[src/rtl/sequence_cracker.sv]
// Recovers an 8-bit detector secret bit by bit through trigger/data GPIO pulses.
// Optional macro SEQUENCE_CRACKER_STATS_EN adds the tx_count trigger-pulse counter.
module sequence_cracker #(
    parameter int PULSE_CYCLES  = 4,
    parameter int SETTLE_CYCLES = 4
) (
    input  logic       clk,
    input  logic       reset_btn,
    input  logic       start,
    input  logic [3:0] match_in,
    output logic [1:0] gpio_out,
    output logic       busy,
    output logic       done,
    output logic       fail,
    output logic [7:0] found,
    output logic [3:0] bits_known
`ifdef SEQUENCE_CRACKER_STATS_EN
    ,
    output logic [7:0] tx_count
`endif
);

    localparam int MAXC = (PULSE_CYCLES > SETTLE_CYCLES) ? PULSE_CYCLES : SETTLE_CYCLES;
    localparam int CW   = (MAXC > 1) ? $clog2(MAXC) : 1;

    typedef enum logic [2:0] {
        ST_IDLE,
        ST_SETUP,
        ST_TRIG_HI,
        ST_TRIG_LO,
        ST_SETTLE,
        ST_EVAL,
        ST_DONE,
        ST_FAIL
    } state_t;

    state_t        state_q, state_d;
    logic [CW-1:0] cnt_q, cnt_d;
    logic [3:0]    k_q, k_d;
    logic [3:0]    idx_q, idx_d;
    logic [7:0]    found_q, found_d;
    logic          replay_q, replay_d;
    logic          accept;
    logic          cur_bit;
    logic [3:0]    match_sat;
    logic [4:0]    thr;

    always_ff @(posedge clk) begin
        if (reset_btn) begin
            state_q  <= ST_IDLE;
            cnt_q    <= '0;
            k_q      <= '0;
            idx_q    <= '0;
            found_q  <= '0;
            replay_q <= 1'b0;
        end else begin
            state_q  <= state_d;
            cnt_q    <= cnt_d;
            k_q      <= k_d;
            idx_q    <= idx_d;
            found_q  <= found_d;
            replay_q <= replay_d;
        end
    end

    // Replay resends the confirmed prefix from the MSB, then the guessed 1.
    always_comb begin
        cur_bit = 1'b0;
        if (replay_q) begin
            if (idx_q < k_q) cur_bit = found_q[3'(4'd7 - idx_q)];
            else             cur_bit = 1'b1;
        end
    end

    assign match_sat = (match_in > 4'd8) ? 4'd8 : match_in;
    assign thr       = {1'b0, k_q} + 5'd1;

    always_comb begin
        state_d  = state_q;
        cnt_d    = cnt_q;
        k_d      = k_q;
        idx_d    = idx_q;
        found_d  = found_q;
        replay_d = replay_q;
        accept   = 1'b0;
        case (state_q)
            ST_IDLE, ST_DONE, ST_FAIL: begin
                if (start) begin
                    accept   = 1'b1;
                    k_d      = '0;
                    idx_d    = '0;
                    found_d  = '0;
                    replay_d = 1'b0;
                    cnt_d    = '0;
                    state_d  = ST_SETUP;
                end
            end
            ST_SETUP: begin
                cnt_d   = '0;
                state_d = ST_TRIG_HI;
            end
            ST_TRIG_HI: begin
                if (cnt_q == CW'(PULSE_CYCLES - 1)) begin
                    cnt_d   = '0;
                    state_d = ST_TRIG_LO;
                end else begin
                    cnt_d = cnt_q + 1'b1;
                end
            end
            ST_TRIG_LO: begin
                if (cnt_q == CW'(PULSE_CYCLES - 1)) begin
                    cnt_d   = '0;
                    state_d = ST_SETTLE;
                end else begin
                    cnt_d = cnt_q + 1'b1;
                end
            end
            ST_SETTLE: begin
                if (cnt_q == CW'(SETTLE_CYCLES - 1)) begin
                    cnt_d = '0;
                    if (replay_q && (idx_q != k_q)) begin
                        idx_d   = idx_q + 1'b1;
                        state_d = ST_SETUP;
                    end else begin
                        state_d = ST_EVAL;
                    end
                end else begin
                    cnt_d = cnt_q + 1'b1;
                end
            end
            ST_EVAL: begin
                idx_d = '0;
                if ({1'b0, match_sat} >= thr) begin
                    found_d[3'(4'd7 - k_q)] = replay_q;
                    k_d      = k_q + 1'b1;
                    replay_d = 1'b0;
                    if (k_q == 4'd7) state_d = (match_sat == 4'd8) ? ST_DONE : ST_FAIL;
                    else             state_d = ST_SETUP;
                end else if (replay_q) begin
                    state_d = ST_FAIL;
                end else begin
                    replay_d = 1'b1;
                    state_d  = ST_SETUP;
                end
            end
            default: state_d = ST_IDLE;
        endcase
    end

    always_comb begin
        busy        = 1'b0;
        gpio_out    = 2'b00;
        case (state_q)
            ST_SETUP, ST_TRIG_LO, ST_SETTLE: begin
                busy        = 1'b1;
                gpio_out[0] = cur_bit;
            end
            ST_TRIG_HI: begin
                busy     = 1'b1;
                gpio_out = {1'b1, cur_bit};
            end
            ST_EVAL: busy = 1'b1;
            default: ;
        endcase
    end

    assign done       = (state_q == ST_DONE);
    assign fail       = (state_q == ST_FAIL);
    assign found      = found_q;
    assign bits_known = k_q;

`ifdef SEQUENCE_CRACKER_STATS_EN
    logic [7:0] tx_q;

    always_ff @(posedge clk) begin
        if (reset_btn)                               tx_q <= '0;
        else if (accept)                             tx_q <= '0;
        else if (state_q == ST_SETUP && tx_q != '1)  tx_q <= tx_q + 1'b1;
    end

    assign tx_count = tx_q;
`endif

endmodule

[config.mk]
export PLATFORM = sky130hd
export DESIGN_NAME = sequence_cracker
export DESIGN_NICKNAME = d
export VERILOG_FILES = /design/src/rtl/sequence_cracker.sv
export SDC_FILE = /design/constraint.sdc
export NUM_CORES = 1
export LEC_CHECK = 0
export ABC_AREA = 1
export CAP_MARGIN = 25
export CORE_UTILIZATION = 50
export CTS_CLUSTER_DIAMETER = 30
export DETAILED_ROUTE_END_ITERATION = 6
export PLACE_DENSITY = 0.71
export SLEW_MARGIN = 25
export SYNTH_ARGS = -nofsm -noshare
export SYNTH_HDL_FRONTEND = slang
export SYNTH_SLANG_ARGS = --single-unit
[constraint.sdc]
create_clock -name clk -period 3 [get_ports clk]
set_input_delay 0.3 -clock clk [delete_from_list [all_inputs] [get_ports clk]]
set_output_delay 0.3 -clock clk [all_outputs]
set_load 0.02 [all_outputs]
Word-level counts from Yosys, hierarchy flattened. Cells that the tools add are included.

Bits in registers: 22. Bits in latches: 0. RAM bits: 0. ROM bits: 0. Input port bits: 7. Output and inout bits: 17. Memories kept: 0.

Add/sub/neg operators: 6. $mul: 0. Divide/modulo/power cells: 0. Order comparisons: 6. Equal/unequal tests: 17. Shift operators: 0. Muxes and demuxes: 36. Bitwise gates (word level): 0. Reduce and logical (&&, ||, !) cells: 15.

Operators by type and width (count): $mux W3 (8); $mux W4 (5); $pmux W3 S6 (1); $mux W8 (2); $pmux W8 S2 (1); $eq A3 B3 Y1 const B (4); $ne A2 B2 Y1 const B (6); $pmux W4 S3 (1); $mux W1 (10); $add A4 B1 Y4 const B (2); $bwmux W8 (1); $lt A3 B4 Y1 const B (2); $pmux W4 S2 (1); $reduce_and A4 Y1 (2); $eq A3 B2 Y1 const B (2); $pmux W2 S3 (1); $reduce_bool A3 Y1 (2); $reduce_or A3 Y1 (2); $sub A3 B3 Y3 const A (2); $add A4 B1 Y5 const B (1); $ge A4 B5 Y1 (1); $reduce_or A5 Y1 (1); $eq A4 B3 Y1 const B (1); $eq A4 B4 Y1 const B (1); 17 further kinds (20).

Longest topological paths before layout.
Depth after elaboration: 8. Depth in mapped cells: 17. Depth with buffers taken out: 16.

Worst setup path before layout. No wires, ideal clock.

Path kind: flip-flop to flip-flop. Start: register k_q[0], in the netlist bits_known[0]. End: register found_q[0], in the netlist found[0]. Setup time: 118 ps. Data arrival time: 2045 ps. Required time: 2882 ps. Path slack: 837 ps. Cell stages (with the launch flop): 16. Path through: dfxtp_1 > ha_1 > nor2_1 > nor2_1 > inv_1 > ha_1 > nand2_1 > inv_1 > nand3_1 > nand3_1 > nand2_1 > nand2_1 > nand2_4 > buf_6 > nor3_1 > nor2_1.

Longest elaborated chain between the ends: 8. Elaborated cells between the ends (all ways): 13.

Ends and longest elaborated chain: from (decl) (line 39) `logic [3:0] k_q, k_d;`; from (signal assigned) (line 59) `k_q <= k_d;`; $sub A3 B3 Y3 (line 134) `found_d[3'(4'd7 - k_q)] = replay_q;`; $lt A3 B4 Y1 (not written as such) / $ge A3 B1 Y1 (equally long branches) (line 134); $logic_and A1 B1 Y1 (not written as such) (line 134); $mux W1 (not written as such) (line 134); $demux W1 S3 (line 134); $bwmux W8 (line 134); $mux W8 (line 133) `if ({1'b0, match_sat} >= thr) begin`; $pmux W8 S2 (line 86) `case (state_q)`; to (signal assigned) (line 61) `found_q <= found_d;`; to (decl) (line 41) `logic [7:0] found_q, found_d;`.

Parallel ways exist; a longest one is shown, timed or not. The select of a mux whose other input is x is not followed. A chain may end at the register's enable or synchronous reset.

Final worst setup path.
Start: register k_q[1], in the netlist bits_known[1]. End: output gpio_out[0].

Longest elaborated chain between the ends: 4.

Ends and longest elaborated chain: $lt A4 B4 Y1 (line 70) `if (idx_q < k_q) cur_bit = found_q[3'(4'd7 - idx_q)];`; $mux W1 (line 70); $mux W1 (line 69) `if (replay_q) begin`; $mux W1 (line 153) `case (state_q)`; to (decl) (line 11) `output logic [1:0] gpio_out,`.

Every way passes these cells.

==> flow_metrics.py <==
metrics = {
    "power": {
        "vdd_ir_drop_max_mv": 0.319,
        "fin_total_pwr_w": 0.000944,
        "power_per_cell_area_nw_per_um2": 486,
        "p_leak_nw": 0.882,
    },
    "timing": {
        "worstMarginPinSlew_ps": 390,
        "post-route-period-util_pct": 91.7,
        "fin_max_slew_vios": 0,
        "layout_min_cycle_time_ps": 2750,
        "fmaxAchievable_mhz": 364,
        "setup_violations": 0,
        "final.setup.worst_slack_ps": 250,
        "rsz_0062_raised_after_global_routing": "no",
        "fin_worst_skew_ps": 11.7,
        "fin_tns_setup_ps": 0,
        "hold_ws_ps": 490,
        "hold_viol_final": 0,
        "slew-limit-headroom_pct": 73.9,
    },
    "clock_tree": {
        "cts-buffers-inserted": 3,
        "tritoncts": "done",
        "holdBufCountCts": 0,
        "post_cts_resize_count": 0,
        "numClockSinks": 22,
        "post-cts-setup-buffer-count": 0,
        "clock_tree.root_cell": "clkbuf_4",
        "clk_lat_worst_skew_ps": 310,
        "clk_path_buf_depth": 2,
        "clock_tree.htree_level_count": 1,
        "cts.clk_slew.worst_paths_ps": 130,
    },
    "layout": {
        "layout.nets": 296,
        "drive_gt1_share_pct": 7.30,
        "postLayoutCellArea_um2": 1940,
        "antenna_cells": 0,
        "area_growth_syn_to_layout_pct": 19.6,
    },
    "detailed_routing": {
        "post_dr_wirelength_cell_um": 10.6,
        "detail_route.vias_per_cell": 4.88,
        "drcViolationCount": 0,
        "final_ant_viol_nets": 0,
        "initialDrtViolationCount": 45,
        "routed_wirelength_um": 3370,
        "detailroute.via_count": 1552,
        "drt_pre_antenna_iters": 6,
    },
    "global_routing": {
        "number_of_global_route_vias_before_repair": 1321,
        "grt_first_pass_wirelength_um": 5550,
        "grt_start_max_net_pins": 20,
        "antenna_violations_before_repair": 0,
        "global_route_total_overflow": 0,
        "grtUsageTotal_pct": 20.6,
    },
    "yosys": {
        "synth_edf_count": 0,
        "dominantRegCellSynth": "dfxtp_1",
        "synth_xor_area_share_pct": 1.62,
        "synth.cell_area_um2": 1620,
        "synth_largest_area_cell": "dfxtp_1",
        "synth.area.mux_share_pct": 0,
        "postSynthAreaPerCell_um2": 6.50,
        "synth-compound-area-share_pct": 16.1,
        "synth_seq_cells": 22,
        "synth.net_count": 271,
        "synth_cell_types": 31,
        "synth_top_area_share_pct": 27.1,
        "synthesis.instances": 250,
        "ys_seq_area_share_pct": 27.1,
        "adder_cell_fraction_of_synth_area_pct": 10.8,
        "largest_family_of_logic_cells_by_synthesized_area": "simple AND/OR/NAND/NOR gates",
        "synth_top_cells_by_area": "dfxtp_1 27%, nand2_1 11%, ha_1 11%, inv_1 9.5%, nor2_1 9.0%",
        "post_synth_and_or_nand_nor_area_fraction_pct": 32.6,
        "ys_warn_count": 0,
        "async_flop_share_pct": 0,
    },
    "floorplan": {
        "die-height_um": 59.0,
        "die_extent_in_x_um": 59.0,
        "num_rows": 20,
        "initial_core_util_pct": 52.8,
        "floorplan.core_area_um2": 3080,
        "design.die.area_um2": 3480,
        "ioPinCount": 24,
    },
    "setup_path": {
        "arrival_ps": 2450,
        "worstPathRequired_ps": 2700,
        "timing.critical_path.from_type": "flip-flop",
        "crit_path_end_kind": "output pin",
        "critPathMaxStageDelay_ps": 530,
        "critPathKind": "reg -> out",
        "critPathSlowestCell": "clkdlybuf4s50_1",
        "critPathMaxFanout": 6,
        "path_cells": "inv_1 > ha_1 > inv_1 > nor2_1 > nor2_1 > nor2_1 > a211oi_1 > o21ai_0 > o21ai_0 > inv_1 > clkdlybuf4s50_1",
    },
    "run_status": {
        "outcome": "complete, no violations",
    },
    "hold_path": {
        "worstHoldPathType": "reg -> reg",
    },
    "placed_design": {
        "pre_cts_ws_ps": 617,
        "portBuffers": 23,
        "hpwl_reported_at_the_end_of_detailed_placement_um": 2740,
        "gp_congestion": 0.803,
        "placement.cell_area_um2": 1890,
    },
    "job": {
        "maxCapViolations": 0,
    },
}
[cell usage in the layout, fill, tap and decap left out, drive strengths merged, types with 7 or more instances in the layout]
cell type / n
nor3: 14
inv: 45
dfxtp: 22
o21bai: 7
ha: 14
nand2: 51
clkdlybuf4s50: 23
nand3: 10
nor2: 42
a21oi: 12
o21ai: 20
[path summary, 6_finish.rpt]
path            startpoint            end  slack [ps]  cells past startpoint
max          bits_known[1]    gpio_out[0]         250                     11
min               cnt_q[1]       cnt_q[1]         490                      2
max reg2reg  bits_known[0]  bits_known[1]         610                     12
min reg2reg       cnt_q[1]       cnt_q[1]         490                      2
[power breakdown]
part,internal [W],leakage [nW],switching (W)
clock,0.000135,0.0279,0.0000945
sequential,0.000317,0.178,0.0000414
combinational,0.000133,0.675,0.000223
total,0.000585,0.882,0.000359
[through the flow]
step	instances	utilization, %
finish	318	63.1
global route	318	63.1
CTS	318	63.1
detailed placement	314	61.4
global placement	314	61.4
floorplan	250	-
[per-layer routing]
metal	vias to the layer above	GRT usage [%]	wire, um
met5	-	0	0
li1	850	-	-
met2	22	33.3	1460
met4	0	5.10	16
met1	678	28.8	1780
met3	2	3.28	112
[worst max-delay path, delay by kind of cell, from the launching register on]
| kind | cells | cell delay, ps |
|---|---|---|
| buffers and inverters | 4 | 770 |
| AO/OA/AOI/OAI | 3 | 470 |
| flip-flops | 1 | 440 |
| adder cells (fa/ha/maj) | 1 | 310 |
| AND/OR/NAND/NOR | 3 | 150 |
[cells in the mapped netlist (2+ instances only)]
cell	count
o21ai_0	16
a21oi_1	12
nor2_1	39
xor2_1	3
dfxtp_1	22
nor3_1	14
ha_1	14
nand3_1	8
nand2_1	49
o21ai_2	3
o21bai_1	5
inv_2	3
nand4_1	2
o21bai_2	2
inv_1	41
nor2_2	2
[final cells by class]
cell class                      instances  area [um2]
Inverter                               45         171
Clock buffer                            3        22.5
Timing Repair Buffer                   23         230
Fill cell                             321        1140
Tap cell                               44        55.1
Sequential cell                        22         440
Clock inverter                          1        30.0
Multi-Input combinational cell        180         992
[registers in the layout, indices dropped and copies added, names as in the netlist]
register / count
replay_q: 1
bits_known: 4
cnt_q: 2
idx_q: 4
found: 8
state_q: 3
[kinds of logic after synthesis]
kind of cell / after synthesis
XOR/XNOR: 3
adder cells (fa/ha/maj): 14
AO/OA/AOI/OAI: 43
AND/OR/NAND/NOR: 120
flip-flops: 22
buffers and inverters: 48
(Power assumes the default switching activity.)
